$ cat config.mk
export PLATFORM = sky130hd
export DESIGN_NAME = vend_ctrl
export DESIGN_NICKNAME = d
export VERILOG_FILES = /design/src/rtl/vend_pkg.sv /design/src/rtl/vend_timer.sv /design/src/rtl/vend_ctrl.sv
export SDC_FILE = /design/constraint.sdc
export NUM_CORES = 1
export LEC_CHECK = 0
export CORE_UTILIZATION = 45
export DETAILED_ROUTE_END_ITERATION = 10
export DONT_BUFFER_PORTS = 1
export GPL_TIMING_DRIVEN = 0
export PLACE_DENSITY = 0.63
export SYNTH_ARGS = -nofsm -noshare
export SYNTH_HDL_FRONTEND = slang
export SYNTH_SLANG_ARGS = --single-unit
$ cat constraint.sdc
create_clock -name clk -period 2.25 [get_ports clk]
set_input_delay 0 -clock clk [delete_from_list [all_inputs] [get_ports clk]]
set_output_delay 0 -clock clk [all_outputs]
set_load 0.005 [all_outputs]
$ cat src/rtl/vend_pkg.sv
// Shared types and constants for the newspaper vending controller.
//   state_e  : controller states
//   coin_e   : coin slot encodings
//   coin_value() maps a coin code to its value in won (0 for none/invalid)
package vend_pkg;

  typedef enum logic [1:0] {
    IDLE     = 2'd0,
    COLLECT  = 2'd1,
    DISPENSE = 2'd2,
    CHANGE   = 2'd3
  } state_e;

  typedef enum logic [1:0] {
    COIN_NONE = 2'b00,
    COIN_5    = 2'b01,
    COIN_10   = 2'b10,
    COIN_BAD  = 2'b11
  } coin_e;

  localparam int VAL_5    = 5;
  localparam int VAL_10   = 10;
  localparam int CHG_UNIT = 5;

  function automatic logic [3:0] coin_value(input logic [1:0] c);
    logic [3:0] v;
    case (c)
      COIN_5:  v = 4'(VAL_5);
      COIN_10: v = 4'(VAL_10);
      default: v = 4'd0;
    endcase
    return v;
  endfunction

endpackage

$ cat src/rtl/vend_timer.sv
// Inactivity timer: clearable up-counter with a terminal-count flag.
//   clk, rst : clock, async active-high reset
//   clr      : synchronous clear (wins over en)
//   en       : count enable
//   tc       : high while the count equals TIMEOUT-1
module vend_timer #(
  parameter int TIMEOUT = 1000
) (
  input  logic clk,
  input  logic rst,
  input  logic clr,
  input  logic en,
  output logic tc
);

  localparam int CW = (TIMEOUT > 1) ? $clog2(TIMEOUT) : 1;

  logic [CW-1:0] cnt_q, cnt_d;

  assign tc = (cnt_q == CW'(TIMEOUT - 1));

  // Saturate at terminal count so a stalled controller never wraps.
  always_comb begin
    cnt_d = cnt_q;
    if (clr)
      cnt_d = '0;
    else if (en && !tc)
      cnt_d = cnt_q + 1'b1;
  end

  always_ff @(posedge clk or posedge rst) begin
    if (rst) cnt_q <= '0;
    else     cnt_q <= cnt_d;
  end

endmodule

$ cat src/rtl/vend_ctrl.sv
// Newspaper vending sequencing controller.
// Collects coins into a credit register, runs the dispenser handshake once
// credit reaches PRICE, then returns surplus one 5-won coin at a time.
//   clk          : system clock
//   rstn         : asynchronous reset, active-high
//   coin         : coin code sampled every cycle
//   cancel       : refund request
//   disp_ack     : dispenser released one item
//   chg_ack      : change unit released one 5-won coin
//   disp_req     : dispense request (held through DISPENSE)
//   chg_req      : change request (held through CHANGE)
//   credit       : current credit in won
//   busy         : DISPENSE or CHANGE
//   coin_reject  : coin sampled last cycle was not credited
module vend_ctrl
  import vend_pkg::*;
#(
  parameter int PRICE   = 15,
  parameter int TIMEOUT = 1000,
  parameter int CRED_W  = 6
) (
  input  logic              clk,
  input  logic              rstn,
  input  logic [1:0]        coin,
  input  logic              cancel,
  input  logic              disp_ack,
  input  logic              chg_ack,
  output logic              disp_req,
  output logic              chg_req,
  output logic [CRED_W-1:0] credit,
  output logic              busy,
  output logic              coin_reject
);

  state_e            state_q, state_d;
  logic [CRED_W-1:0] credit_q, credit_d;
  logic              disp_req_q, disp_req_d;
  logic              chg_req_q, chg_req_d;
  logic              busy_q, busy_d;
  logic              coin_reject_q, coin_reject_d;

  logic              coin_ok;
  logic              coin_any;
  logic [CRED_W-1:0] credit_sum;
  logic              tmr_tc;

  assign coin_ok    = (coin == COIN_5) || (coin == COIN_10);
  assign coin_any   = (coin != COIN_NONE);
  assign credit_sum = credit_q + CRED_W'(coin_value(coin));

  // Timer only runs in COLLECT; an accepted coin restarts the idle window,
  // an invalid coin does not.
  vend_timer #(.TIMEOUT(TIMEOUT)) u_timer (
    .clk (clk),
    .rst (rstn),
    .clr ((state_q != COLLECT) || coin_ok),
    .en  (state_q == COLLECT),
    .tc  (tmr_tc)
  );

  always_comb begin
    state_d       = state_q;
    credit_d      = credit_q;
    coin_reject_d = 1'b0;

    case (state_q)
      IDLE: begin
        if (coin_ok) begin
          credit_d = credit_sum;
          state_d  = (credit_sum >= CRED_W'(PRICE)) ? DISPENSE : COLLECT;
        end else if (coin == COIN_BAD) begin
          coin_reject_d = 1'b1;
        end
      end

      COLLECT: begin
        if (coin_ok) begin
          // Coin is credited before cancel is considered; a completed
          // purchase drops the cancel.
          credit_d = credit_sum;
          if (credit_sum >= CRED_W'(PRICE)) state_d = DISPENSE;
          else if (cancel)                   state_d = CHANGE;
        end else begin
          coin_reject_d = (coin == COIN_BAD);
          if (cancel || tmr_tc) state_d = CHANGE;
        end
      end

      DISPENSE: begin
        coin_reject_d = coin_any;
        if (disp_ack) begin
          credit_d = credit_q - CRED_W'(PRICE);
          state_d  = (credit_q > CRED_W'(PRICE)) ? CHANGE : IDLE;
        end
      end

      CHANGE: begin
        coin_reject_d = coin_any;
        if (credit_q == '0) begin
          state_d = IDLE;
        end else if (chg_ack) begin
          credit_d = credit_q - CRED_W'(CHG_UNIT);
          if (credit_q == CRED_W'(CHG_UNIT)) state_d = IDLE;
        end
      end

      default: state_d = IDLE;
    endcase

    // Outputs follow the next state so they are registered with it.
    disp_req_d = (state_d == DISPENSE);
    chg_req_d  = (state_d == CHANGE);
    busy_d     = (state_d == DISPENSE) || (state_d == CHANGE);
  end

  always_ff @(posedge clk or posedge rstn) begin
    if (rstn) begin
      state_q       <= IDLE;
      credit_q      <= '0;
      disp_req_q    <= 1'b0;
      chg_req_q     <= 1'b0;
      busy_q        <= 1'b0;
      coin_reject_q <= 1'b0;
    end else begin
      state_q       <= state_d;
      credit_q      <= credit_d;
      disp_req_q    <= disp_req_d;
      chg_req_q     <= chg_req_d;
      busy_q        <= busy_d;
      coin_reject_q <= coin_reject_d;
    end
  end

  assign disp_req    = disp_req_q;
  assign chg_req     = chg_req_q;
  assign credit      = credit_q;
  assign busy        = busy_q;
  assign coin_reject = coin_reject_q;

endmodule

==> flow_summary.json, run 1 <==
{
  "via_count_of_the_first_global_routing_pass": 1524,
  "detail_route.wl_per_cell_um": 15.5,
  "status": "finished, violations left",
  "slew-limit-headroom_pct": 44.9,
  "tritoncts": "built",
  "cts_max_path_buffers": 2,
  "detailedRoute.firstPassIterationCount": 4,
  "design.die.area_um2": 4130,
  "met1_usage_pct": 24.1,
  "fin_nets": 229,
  "report.final.setup_viol": 5,
  "antenna_found_initial": 0,
  "clk_root_buffer_cell": "clkbuf_8",
  "grt_first_pass_wirelength_um": 6530,
  "vias": 1512,
  "grt_use_met3_pct": 2.50,
  "wl_um": 3980,
  "core_area_um2": 3690,
  "fmax_mhz": 416,
  "post_synth_instance_area_um2": 1750,
  "hold_viol": 1,
  "count_of_different_cell_masters_after_synthesis": 48,
  "grt-busiest-layer": "met2",
  "dieWidth_um": 64.3,
  "failing_checks": "hold timing, setup timing",
  "via_density_per_instance": 5.88,
  "critPathLaunchType": "flip-flop",
  "flow.area_growth_from_synthesis_pct": 15.1,
  "synth_area_leaders": "dfrtp_1 32%, ha_1 8.6%, xnor2_1 5.5%",
  "fin_worst_skew_ps": 5.75,
  "layout_min_cycle_time_ps": 2400,
  "grt_resource_usage_total_pct": 20.1,
  "synth_top_family_by_area": "compound AO/OA/AOI/OAI gates",
  "drt_drc_violations_left": 0,
  "holdWs_ps": -1.03,
  "synthesis.instances": 200,
  "routabilityCongestion": 0.861,
  "max-cap-violations": 0,
  "synth_sequential_area_ratio_pct": 31.5,
  "timing.critical_path.fanout_max": 7,
  "tritoncts_num_sinks": 22,
  "setup.worst_path.end_class": "flip-flop",
  "portBuffers": 0,
  "criticalPathCategory": "reg2reg",
  "synth-adder-area-share_pct": 8.60,
  "critical_path_required_ps": 2460,
  "clock_input_transition_at_the_sequential_cells_of_the_worst_setup_and_hold_paths_ps": 80,
  "grt_use_met2_pct": 35.7,
  "n_antenna_cell": 0,
  "antenna_left": 0,
  "worst_vdd_ir_mv": 0.622,
  "muxShareOfSynthArea_pct": 3.01,
  "synth_top_cell_area_share_pct": 31.5,
  "post_synth_and_or_nand_nor_area_fraction_pct": 19.7,
  "tightest_slew_ps": 826,
  "finalCoreUtilization_pct": 54.4,
  "drive_above_1_share_pct": 14.8,
  "postSynth.topFlopCell": "dfrtp_1",
  "synth.yosys.warnings": 0,
  "leakage_nw": 0.851,
  "postSynthNetCount": 219,
  "grt_setup_unrepaired": "true",
  "netlist_top_cells_count": "23 x nor2_1, 22 x dfrtp_1, 16 x nand2_1",
  "synthesis.area_per_instance_um2": 8.73,
  "pwr_density_cell_nw_per_um2": 1210,
  "register_bit_total_from_synthesis": 22,
  "postSynth.asyncResetShare_pct": 100,
  "synth-edff-count": 0,
  "yosys.area.top_type": "dfrtp_1",
  "die-height_um": 64.3,
  "dp_hpwl_um": 2920,
  "clkLatencyLatePin_ps": 270,
  "h-tree-depth": 1,
  "detail_route.iter0.violations": 76,
  "min_period_over_period_pct": 107,
  "final.fill_count": 354,
  "synthMostInstantiatedCell": "nor2_1",
  "io-pin-count": 17,
  "gr-total-overflow": 0,
  "post-layout-total-power_mw": 2.44,
  "worst_hold_path_type": "in2reg",
  "placementRows": 22,
  "cts_buffers": 3,
  "crit_arrival_ps": 2610,
  "grt_start_max_net_pins": 23,
  "floorplan.initialDensity_pct": 47.3,
  "setup_slack_ps": -152,
  "synth_compound_gate_area_share_pct": 21.6,
  "synth-xor-area-share_pct": 9.03,
  "drv_slew": 0
}
-- through the flow --
step	worst slack (ps)	cell area, um^2	instances	TNS, ps	hold WS [ps]
finish	-152	2010	257	-577	-1.03
global route	-228	2010	257	-979	47.0
CTS	-142	1940	256	-472	4.88
detailed placement	-316	1820	248	-1390	108
global placement	-212	1820	248	-844	97.7
floorplan	12.9	1760	200	0	-10.8
-- metal layers --
| metal | routed length [um] | part of all wire, % |
|---|---|---|
| met1 | 1730 | 43 |
| met2 | 2000 | 50 |
| met3 | 185 | 4.6 |
| met4 | 70 | 1.8 |
| met5 | 0 | 0 |
-- placed cells by master, fill, tap and decap left out, drive strengths merged, types with 2 or more instances in the layout --
cell type / Yosys / routed
a32oi: 4 / 4
a311oi: 2 / 2
a22oi: 3 / 3
and2: 2 / 2
o31ai: 3 / 3
o21a: 4 / 4
a21o: 3 / 3
mux2i: 3 / 3
a2111oi: 2 / 2
ha: 12 / 12
dlygate4sd3: 0 / 2
xor2: 7 / 7
dfrtp: 22 / 22
buf: 6 / 10
a211o: 2 / 2
a21oi: 5 / 5
nor2b: 6 / 6
xnor2: 11 / 11
a211oi: 2 / 2
clkbuf: 8 / 11
nor3: 6 / 6
mux2: 2 / 2
o211a: 2 / 2
o21ai: 7 / 7
a221oi: 2 / 2
nor2: 23 / 23
nand3: 5 / 5
inv: 10 / 10
nand4: 3 / 3
nand2: 16 / 16
and3b: 2 / 2
-- sequential cells by signal, summed over array words and instances, names as in the netlist --
name           cells
u_timer.cnt_q     10
credit             6
state_q            2
busy               1
chg_req            1
coin_reject        1
disp_req           1
-- worst max-delay path, stage by stage (launching register included) --
cell and delay, ps:
dfrtp_2 490, buf_8 150, xor2_2 130, ha_2 200, a21oi_4 190, nor2_4 80, a211o_1 280, a2111oi_4 460
or3_4 220, o211a_1 140
-- final timing paths --
check	slack (ps)	start	cells past startpoint	endpoint
worst max-delay path	-150	credit[1]	9	chg_req
worst min-delay path	-1	coin[0]	3	coin_reject
worst max register to register	-150	credit[1]	9	chg_req
worst min register to register	560	u_timer.cnt_q[9]	2	u_timer.cnt_q[9]
max in group asynchronous	1360	rstn	2	credit[1]
min in group asynchronous	330	rstn	2	busy
-- final cells by class --
class                   instances  area, um^2  area share [%]
plain buffers                  14        92.6            4.61
clock buffers                   4        55.1            2.74
inverters                      10        37.5            1.87
multi-input cells             154        1170            58.2
flip-flops and latches         22         552            27.5
well taps                      48        60.1            2.99
repair buffers                  5        42.5            2.12
-- power by group --
group	switching [mW]	internal (mW)	leakage, nW	total (mW)
clock	0.133	0.156	0.0288	0.289
combinational	0.831	0.663	0.544	1.49
sequential	0.137	0.517	0.278	0.654
-- kinds of logic (layout without fill, tap and decap cells) --
logic type                 Yosys count  in the layout
AOI/OAI and AO/OA                   49             49
xor gates and xnor gates            18             18
adders and majority gates           12             12
buffers and inverters               24             33
DFF                                 22             22
muxes                                5              5
and+or+nand+nor                     70             70
-- what timing repair did --
action	4_1_cts	5_1_grt
hold buffers	2	0
pin swaps	2	7
hold endpoints to repair	23	0
gates resized for setup	3	12
cloned	0	0
setup endpoints to repair	5	10
buffers inserted	2	1
Note: power is estimated with default switching activity, not from simulation.
==> inputs of run 2 (changes only) <==
clock period = 2.1 ns   (was 2.25 ns; I/O delays follow)
==> run 2 against run 1 <==
The flow finishes with violations (setup timing). Worst hold slack improved by 66 ps. First-iteration DRC count is 41% lower. Count of clock-buffer cells in the layout unchanged. Die area did not move. Core utilization down 0.27 points. Non-clock buffer count is 1 higher. Sequential cell count is the same. Worst setup slack lost 120 ps. Clock skew up 1.1 ps. Largest power group unchanged. Cell count grew 0.39%. Cell area fell by 0.50%. Maximum frequency rose by 1.4%.
==> flow_summary.json, run 2 (same netlist as run 1, synthesis figures left out) <==
{
  "status": "finished, violations left",
  "failing_checks": "setup timing",
  "postLayoutCellArea_um2": 2000,
  "fin_worst_skew_ps": 6.85,
  "grt_first_pass_wirelength_um": 6490,
  "io-pin-count": 17,
  "largest_reg_flops": 10,
  "fmax_mhz": 422,
  "cts_buffers": 3,
  "floorplan.initialDensity_pct": 47.3,
  "drive_above_1_share_pct": 15.2,
  "dieWidth_um": 64.3,
  "max-cap-violations": 0,
  "critPathMaxStageDelay_ps": 500,
  "path_delay_family": "flip-flops",
  "totalNegativeSetupSlack_ps": -1000,
  "worst-r2r-cell-count": 9,
  "crit_arrival_ps": 2530,
  "most_common_cell_after_layout_fill_and_taps_aside": "nor2_1",
  "hold_viol": 0,
  "setup.worst_path.end_class": "flip-flop",
  "total_switching_power_mw": 1.16,
  "h-tree-depth": 1,
  "cp_cell_sequence": "buf_8 -> xor2_2 -> ha_2 -> a21oi_4 -> xnor2_2 -> mux2i_1 -> a211oi_2 -> or3_4 -> o211a_1",
  "setup_slack_ps": -268,
  "critical_path_required_ps": 2260,
  "cts_max_path_buffers": 2,
  "via_count_of_the_first_global_routing_pass": 1490,
  "grt_resource_usage_total_pct": 20.1,
  "instance_area_after_placement_um2": 1830,
  "final_cell_count_no_fill": 258,
  "routabilityCongestion": 0.925,
  "clk_root_buffer_cell": "clkbuf_8",
  "placementRows": 22,
  "worst-path-stages": 9,
  "detailedRoute.firstPassIterationCount": 4,
  "via_density_per_instance": 5.76,
  "clkLatencyLatePin_ps": 270,
  "detail_route.iter0.violations": 45,
  "worst_hold_path_type": "in2reg",
  "finalCoreUtilization_pct": 54.2,
  "detailedPlace.worstSlack_ps": -356,
  "timing.critical_path.fanout_max": 7,
  "criticalPathCategory": "reg2reg",
  "flow.area_growth_from_synthesis_pct": 14.5,
  "grt_start_max_net_pins": 23,
  "pwr_density_cell_nw_per_um2": 1280,
  "tritoncts": "built",
  "power_frac_clock_pct": 11.0,
  "tritoncts_num_sinks": 22,
  "holdWs_ps": 65.4,
  "core_area_um2": 3690,
  "layout_common_cells": "22 x nor2_1, 21 x dfrtp_1, 16 x nand2_1",
  "regMostFlops": "u_timer.cnt_q",
  "dp_hpwl_um": 2890,
  "clock_input_transition_at_the_sequential_cells_of_the_worst_setup_and_hold_paths_ps": 90,
  "share_seq_of_total_power_pct": 27.4,
  "power_frac_comb_pct": 61.6,
  "top_layer": "met4",
  "drt_drc_violations_left": 0,
  "worst_vdd_ir_mv": 0.566,
  "slew-limit-headroom_pct": 43.4,
  "portBuffers": 0,
  "met1_wire_length_um": 1720,
  "leakage_nw": 0.850,
  "antenna_found_initial": 0,
  "antenna_left": 0,
  "critPathLaunchType": "flip-flop",
  "wl_um": 3950,
  "tightest_slew_ps": 848,
  "die-height_um": 64.3,
  "numPlacedInstances": 248,
  "fin_nets": 230,
  "vias": 1486,
  "detail_route.wl_per_cell_um": 15.3,
  "met2WireLength_um": 1990,
  "min_period_over_period_pct": 113,
  "n_antenna_cell": 0,
  "internal_power_mw": 1.39,
  "route.met3.wl_um": 168,
  "grt_setup_unrepaired": "true",
  "cp.buffers_inverters": 1,
  "post-layout-total-power_mw": 2.56,
  "crit_slowest_cell": "dfrtp_2",
  "layout_min_cycle_time_ps": 2370,
  "final.fill_count": 344,
  "drv_slew": 0,
  "design.die.area_um2": 4130,
  "gr-total-overflow": 0,
  "report.final.setup_viol": 5,
  "ff_latch_area_um2": 552,
  "sw_frac_of_total_pct": 45.4,
  "multi_input_comb_area_um2": 1160,
  "hold_critical_path_depth": 3
}
-- run 2: layout make-up --
class	count	area share [%]
tap	48	3.01
clock buffer	4	2.25
buffer	14	4.32
sequential	22	27.6
multi-input combinational	154	58.3
timing repair buffer	6	2.63
inverter	10	1.88
-- run 2: worst paths after layout --
path / to / slack (ps) / startpoint
worst min-delay path: coin_reject / 70 / coin[1]
min in group asynchronous: state_q[1] / 340 / rstn
worst max register to register: chg_req / -270 / credit[1]
worst max-delay path: chg_req / -270 / credit[1]
max in group asynchronous: credit[1] / 1190 / rstn
worst min register to register: u_timer.cnt_q[9] / 560 / u_timer.cnt_q[9]
-- run 2: power groups by stage --
stage	registers, mW	clock network [mW]	logic, mW
2_1_floorplan	0.665	0	1.15
3_3_place_gp	0.698	0	1.37
3_5_place_dp	0.704	0	1.39
4_1_cts	0.697	0.291	1.51
5_1_grt	0.716	0.302	1.74
6_report	0.699	0.281	1.57
-- run 2: layer usage --
metal	GRT usage, %	vias up
li1	-	729
met1	24.7	708
met2	34.2	43
met3	3.21	6
met4	9.17	0
met5	0	-
-- run 2: timing repair --
| item | in CTS | in global routing |
|---|---|---|
| cloned | 0 | 0 |
| buffers inserted | 2 | 1 |
| hold buffers | 3 | 0 |
| resized for setup | 6 | 7 |
| endpoints found under the setup margin | 5 | 11 |
| hold endpoints to repair | 23 | 0 |
| pin swaps | 1 | 6 |
-- run 2: tightest hold or removal path: stages --
cell,delay [ps]
inv_1,70
ha_1,140
o21ai_0,70
